===== src/rtl/mem_ctrl_pkg.sv =====
`default_nettype none
// =============================================================================
// mem_ctrl_pkg : shared FSM encoding, lsb_op field layout and size helpers
//                for the byte-serialising memory controller.
// Revision 1.0
// =============================================================================
package mem_ctrl_pkg;

  typedef enum logic [1:0] {
    S_IDLE  = 2'd0,
    S_READ  = 2'd1,
    S_WRITE = 2'd2,
    S_DONE  = 2'd3
  } state_t;

  localparam int OP_STORE_BIT    = 3;
  localparam int OP_UNSIGNED_BIT = 2;
  localparam int OP_SIZE_HI      = 1;
  localparam int OP_SIZE_LO      = 0;

  localparam logic [1:0] SIZE_BYTE = 2'b00;
  localparam logic [1:0] SIZE_HALF = 2'b01;
  localparam logic [1:0] SIZE_WORD = 2'b10;

  localparam logic [1:0] IO_REGION_DEF = 2'b11;

  // Index of the final byte of an access (nbytes - 1).
  function automatic logic [1:0] last_index(input logic [1:0] size);
    case (size)
      SIZE_BYTE: return 2'd0;
      SIZE_HALF: return 2'd1;
      default:   return 2'd3;
    endcase
  endfunction

endpackage
`default_nettype wire


===== src/rtl/mem_load_ext.sv =====
`default_nettype none
// =============================================================================
// mem_load_ext : combinational sign/zero extender for byte, half and word loads.
// Revision 1.0
// =============================================================================
module mem_load_ext
  import mem_ctrl_pkg::*;
(
  input  logic [31:0] raw,
  input  logic [1:0]  size,
  input  logic        is_unsigned,
  output logic [31:0] ext
);

  always_comb begin
    case (size)
      SIZE_BYTE: ext = {{24{raw[7]  & ~is_unsigned}}, raw[7:0]};
      SIZE_HALF: ext = {{16{raw[15] & ~is_unsigned}}, raw[15:0]};
      default:   ext = raw;
    endcase
  end

endmodule
`default_nettype wire


===== src/rtl/mem_ctrl.sv =====
`default_nettype none
// =============================================================================
// mem_ctrl : arbitrates LSB (priority) and fetch onto a byte-wide RAM port,
//            serialising 1/2/4-byte little-endian transfers.
// Build option: MEM_IO_STALL_EN holds IO-region writes while io_buffer_full.
// Revision 1.0
// =============================================================================
module mem_ctrl
  import mem_ctrl_pkg::*;
#(
  parameter int         ADDR_W    = 32,
  parameter logic [1:0] IO_REGION = IO_REGION_DEF
) (
  input  logic              clk_in,
  input  logic              rst_in,
  input  logic              rdy_in,
  input  logic              clear_flag,
  input  logic              lsb_req,
  input  logic [ADDR_W-1:0] lsb_addr,
  input  logic [31:0]       lsb_data,
  input  logic [3:0]        lsb_op,
  output logic              lsb_done,
  output logic [31:0]       lsb_rdata,
  input  logic              if_req,
  input  logic [ADDR_W-1:0] if_addr,
  output logic              if_done,
  output logic [31:0]       if_inst,
  input  logic [7:0]        mem_din,
  output logic [7:0]        mem_dout,
  output logic [ADDR_W-1:0] mem_a,
  output logic              mem_wr,
  input  logic              io_buffer_full
);

  localparam logic [ADDR_W-1:0] ADDR_ONE = {{(ADDR_W-1){1'b0}}, 1'b1};

  state_t      state;
  logic        wr_q;
  logic        is_lsb;
  logic        tail;
  logic        uns;
  logic        prev_valid;
  logic        io_stall;
  logic [1:0]  cnt;
  logic [1:0]  last;
  logic [1:0]  prev_cnt;
  logic [1:0]  size;
  logic [23:0] sdata;
  logic [31:0] rbuf;
  logic [31:0] word;
  logic [31:0] ext_word;

`ifdef MEM_IO_STALL_EN
  assign io_stall = wr_q && (mem_a[17:16] == IO_REGION) && io_buffer_full;
`else
  logic unused_io;
  assign unused_io = io_buffer_full ^ (^IO_REGION);
  assign io_stall  = 1'b0;
`endif

  assign mem_wr = wr_q && rdy_in && !io_stall;

  // Read data lags the address by one cycle; merge the byte arriving now.
  always_comb begin
    word = rbuf;
    word[{prev_cnt, 3'b000} +: 8] = mem_din;
  end

  mem_load_ext u_ext (
    .raw         (word),
    .size        (size),
    .is_unsigned (uns),
    .ext         (ext_word)
  );

  always_ff @(posedge clk_in or negedge rst_in) begin
    if (!rst_in) begin
      state      <= S_IDLE;
      mem_a      <= '0;
      mem_dout   <= '0;
      wr_q       <= 1'b0;
      lsb_done   <= 1'b0;
      lsb_rdata  <= '0;
      if_done    <= 1'b0;
      if_inst    <= '0;
      is_lsb     <= 1'b0;
      tail       <= 1'b0;
      uns        <= 1'b0;
      cnt        <= '0;
      last       <= '0;
      size       <= '0;
      sdata      <= '0;
      rbuf       <= '0;
      prev_cnt   <= '0;
      prev_valid <= 1'b0;
    end else begin
      // Byte capture tracks the RAM pipeline even while paused, so no byte is lost.
      prev_valid <= (state == S_READ);
      prev_cnt   <= cnt;
      if (prev_valid) rbuf[{prev_cnt, 3'b000} +: 8] <= mem_din;

      if (rdy_in) begin
        case (state)
          S_IDLE: begin
            if (lsb_req) begin
              is_lsb <= 1'b1;
              mem_a  <= lsb_addr;
              cnt    <= '0;
              last   <= last_index(lsb_op[OP_SIZE_HI:OP_SIZE_LO]);
              size   <= lsb_op[OP_SIZE_HI:OP_SIZE_LO];
              uns    <= lsb_op[OP_UNSIGNED_BIT];
              tail   <= 1'b0;
              if (lsb_op[OP_STORE_BIT]) begin
                state    <= S_WRITE;
                wr_q     <= 1'b1;
                mem_dout <= lsb_data[7:0];
                sdata    <= lsb_data[31:8];
              end else begin
                state <= S_READ;
                wr_q  <= 1'b0;
              end
            end else if (if_req && !clear_flag) begin
              is_lsb <= 1'b0;
              mem_a  <= if_addr;
              cnt    <= '0;
              last   <= last_index(SIZE_WORD);
              size   <= SIZE_WORD;
              uns    <= 1'b1;
              state  <= S_READ;
              wr_q   <= 1'b0;
            end
          end

          S_READ: begin
            if (clear_flag) begin
              state <= S_IDLE;
              wr_q  <= 1'b0;
            end else begin
              if (cnt != last) begin
                mem_a <= mem_a + ADDR_ONE;
                cnt   <= cnt + 2'd1;
              end
              if (prev_valid && (prev_cnt == last)) begin
                state <= S_DONE;
                if (is_lsb) begin
                  lsb_done  <= 1'b1;
                  lsb_rdata <= ext_word;
                end else begin
                  if_done <= 1'b1;
                  if_inst <= word;
                end
              end
            end
          end

          // Stores ignore clear_flag; the trailing cycle matches read latency.
          S_WRITE: begin
            if (tail) begin
              state     <= S_DONE;
              lsb_done  <= 1'b1;
              lsb_rdata <= '0;
            end else if (!io_stall) begin
              if (cnt != last) begin
                mem_a    <= mem_a + ADDR_ONE;
                cnt      <= cnt + 2'd1;
                mem_dout <= sdata[7:0];
                sdata    <= {8'h00, sdata[23:8]};
              end else begin
                wr_q <= 1'b0;
                tail <= 1'b1;
              end
            end
          end

          default: begin
            lsb_done <= 1'b0;
            if_done  <= 1'b0;
            state    <= S_IDLE;
          end
        endcase
      end
    end
  end

endmodule
`default_nettype wire


===== config.mk =====
export PLATFORM = sky130hd
export DESIGN_NAME = mem_ctrl
export DESIGN_NICKNAME = d
export VERILOG_FILES = /design/src/rtl/mem_ctrl_pkg.sv /design/src/rtl/mem_load_ext.sv /design/src/rtl/mem_ctrl.sv
export SDC_FILE = /design/constraint.sdc
export NUM_CORES = 1
export LEC_CHECK = 0
export ABC_AREA = 1
export CAP_MARGIN = 0
export CORE_MARGIN = 3
export CORE_UTILIZATION = 58
export CTS_CLUSTER_SIZE = 16
export DETAILED_ROUTE_END_ITERATION = 10
export DONT_BUFFER_PORTS = 1
export PLACE_DENSITY_LB_ADDON = 0.2
export SETUP_SLACK_MARGIN = 0.3
export SLEW_MARGIN = 20
export SYNTH_ARGS = -nofsm -noshare
export SYNTH_HDL_FRONTEND = slang
export SYNTH_SLANG_ARGS = --single-unit

===== constraint.sdc =====
create_clock -name clk_in -period 2 [get_ports clk_in]
set_clock_uncertainty 0.15 [all_clocks]
set_input_delay 0.1 -clock clk_in [delete_from_list [all_inputs] [get_ports clk_in]]
set_output_delay 0.1 -clock clk_in [all_outputs]
set_load 0.01 [all_outputs]

==> results.tsv <==
stage	metric	value	unit
outcome	status	finished with violations	
outcome	violations	negative hold slack, negative setup slack	
global_route	grt_pass1_wl	47.63	mm
pwr	p_per_area	1527	nW/µm²
critical_path	worstPathRequired	2.17	ns
critical_path	r2r_start	state[1]$_DFFE_PN0P_	
critical_path	crit_end	mem_a[24]$_DFFE_PN0P_	
floorplan	initial_core_util	59.99	%
place	gp_congestion	0.9713	
clock_tree	cts_made_buffers	17	
floorplan	core	15430	µm²
cells_and_area	multi_input_area	5029	µm²
global_route	grt_pass1_vias	9425	
cells_and_area	drive_gt1_share	21.76	%
global_route	grt_start_max_net_pins	178	
routing	wire_per_inst	19.76	µm
global_route	overflow	0	
sta	fmax	0.4907	GHz
place	port_buffers	0	
critical_path	reg2reg_to	mem_a[24]$_DFFE_PN0P_	
routing	via_per_inst	5.975	
cells_and_area	synthToLayoutAreaGrowth	41.42	%
critical_path	arrival	2.21	ns
pwr	ir_drop	884.5	µV
sta	hold_ws	-0.7872	ns
clock_tree	htree_levels	4	
sta	setup_ws	-0.03773	ns
yosys	syn_nets	1392	
critical_path	start_kind	register	
cells_and_area	layout.nets	1569	
clock_tree	cts_hold_buffers	115	
sta	post-route-period-util	101.9	%
sta	tns	-0.1888	ns
critical_path	r2r_slack	-0.04	ns
floorplan	die-area	17510	µm²
cells_and_area	register_area	4433	µm²
clock_tree	cts_tree	built	
floorplan	die_w	132.3	µm
routing	firstDrtPassIters	6	
place	place_area	9849	µm²
critical_path	startpoint	state[1]$_DFFE_PN0P_	
pwr	finalPower	19.99	mW
routing	drt-initial-drc-count	1153	
sta	timing_hold_violations_final	177	
yosys	yosysSeqAreaShare	47.86	%
global_route	track_usage	33.52	%
sta	finalSetupViolCount	18	
sta	finalMaxSlewViolations	0	
clock_tree	insertion_delay	0.44	ns
routing	ant_nets	0	
pwr	p_leak	6.022	nW
global_route	antenna_found_initial	0	
hold_path	hp-class	input pin to asynchronous set/reset pin	
place	dp_hpwl	17.26	mm
sta	rsz0062_at_grt	yes	
cells_and_area	insertedDiodeCount	0	
clock_tree	cts.reportedPaths.clkPinSlew	0.07	ns
yosys	synthDistinctLibCells	35	
place	placed_cells	1471	
yosys	synth_seq_cells	177	
clock_tree	cts-root-buf	clkbuf_16	
critical_path	crit_type	register to register	
routing	drcViolationCount	0	
critical_path	end_kind	register	
floorplan	dieHeight	132.3	µm
yosys	avgSynthCellArea	7.305	µm²
cells_and_area	design_area	13090	µm²
floorplan	rows	45	
routing	vias	9966	
clock_tree	clockBufferDepth	2	
sta	slew_headroom	57.52	%
critical_path	worstPathMaxFanout	14	
sta	fin_crit	2.038	ns
cells_and_area	fillCellCount	802	
routing	wl	32.97	mm
yosys	yosys_warnings	0	
sta	tightest_slew	0.6365	ns
flow_run	maxCapViolCount	0	
critical_path	r2r_cells	10	
yosys	syn_area	9255	µm²
yosys	synth_cells	1267	
cells_and_area	fin_cells	1668	
floorplan	ios	222	
clock_tree	cts.sinks	177	
power by group:
part	total [mW]	leakage, nW	switching, mW	internal, mW
clock network	3.35	0.290	1.51	1.84
logic	10.6	3.43	6.15	4.41
registers	6.07	2.30	1.35	4.72
total	20.0	6.02	9.01	11.0
final cells by class:
class	instances	share of cell area [%]
inverters	91	2.963
clock inverters	12	0.9177
well taps	211	2.017
multi-input cells	942	38.42
repair buffers	215	18.25
flip-flops and latches	177	33.87
clock buffers	20	3.566
cell usage after synthesis, drive strengths merged:
library cell  number  area share, %
a31oi              1          0.068
o211ai            10           0.87
o21bai             2           0.16
nand3b             2           0.16
nor2             218            8.9
dfrtp            177             48
nand3             49            2.6
clkbuf            34            1.4
inv               89            3.6
o21a               7           0.57
nand2            397             16
ha                10            1.4
o31ai             17            1.4
buf               23            1.5
xnor2              1          0.095
o21ai            151            8.2
xor2               9           0.85
clkinv             2          0.081
o22ai             10           0.68
and2               1          0.068
a21oi             38            2.1
a22oi             10           0.81
mux2               1           0.12
nand4              2           0.20
nor3               5           0.27
o22a               1          0.095
worst min-delay path by stage:
| stage | startpoint | endpoint | slack (ns) | depth (start not counted) |
|---|---|---|---|---|
| global route | rst_in | sdata[3]$_DFFE_PN0P_ | -0.81 | 0 |
| CTS | rst_in | lsb_rdata[2]$_DFFE_PN0P_ | -0.80 | 0 |
| floorplan | rst_in | cnt[0]$_DFFE_PN0P_ | -0.35 | 0 |
| detailed placement | rst_in | lsb_rdata[2]$_DFFE_PN0P_ | -0.34 | 0 |
| global placement | rst_in | lsb_rdata[2]$_DFFE_PN0P_ | -0.34 | 0 |
| finish | rst_in | lsb_rdata[2]$_DFFE_PN0P_ | -0.79 | 0 |
cells by family after synthesis:
family                   Yosys count  synth area share [%]
AO/OA/AOI/OAI                    247                 14.84
multiplexers                       1                0.1217
adder cells (fa/ha/maj)           10                 1.352
AND/OR/NAND/NOR                  674                 28.32
flip-flops                       177                 47.86
buffers and inverters            148                 6.557
XOR/XNOR                          10                0.9464
metal layers:
layer | share of wire [%] | vias to the layer above | track usage [%]
met4 | 4.8 | 0 | 15.70
met3 | 8.9 | 160 | 7.443
met1 | 36 | 4718 | 41.01
met2 | 50 | 647 | 56.64
met5 | 0 | - | 0
li1 | - | 4441 | -
critical path, stage by stage, from the launching register on:
cell and delay [ns]:
dfrtp_1 0.43, inv_2 0.09, ha_4 0.29, nor2_2 0.03
nor2_1 0.13, nand2_1 0.12, nor2_2 0.16, nand2_4 0.11
buf_6 0.18, nor2_1 0.16, a21oi_2 0.07
state kept, by name, summed over array words and instances, names as in the netlist, 8 cells and up:
signal	count
lsb_rdata	32
rbuf	32
if_inst	32
mem_dout	8
mem_a	32
sdata	24
what timing repair did:
item,CTS,global route
cloned,9,4
resized for setup,64,192
setup endpoints to repair,161,165
buffers inserted,25,12
pin swaps,6,35
endpoints found under the hold margin,296,177
cell usage in the layout (no fill, tap or decap), types with 5 or more instances in the layout:
cell type	Yosys	final
nand2_1	397	364
nor2_1	217	174
dfrtp_1	177	174
dlygate4sd3_1	0	114
o21ai_0	138	99
inv_1	85	76
buf_4	7	57
nand3_1	49	35
nor2_2	1	32
o21ai_1	13	30
a21oi_1	38	24
nand2_2	0	24
o21ai_2	0	21
clkbuf_16	0	21
buf_6	1	17
buf_12	0	14
a21oi_2	0	13
nand3_2	0	13
nor2_4	0	12
o31ai_2	0	11
a22oi_2	0	9
nand2_4	0	9
o211ai_1	9	9
buf_16	0	9
xor2_1	9	8
o22ai_1	10	7
o21a_1	7	7
inv_6	0	6
clkinv_4	0	5
stage by stage:
step           setup slack, ns  utilization, %
3_5_place_dp           0.02518           63.84
2_1_floorplan           0.1469               -
3_3_place_gp            0.1069           63.84
5_1_grt                -0.1217           84.84
4_1_cts                0.08544           79.81
6_report              -0.03773           84.84
Note: power is estimated with default switching activity, not from simulation.
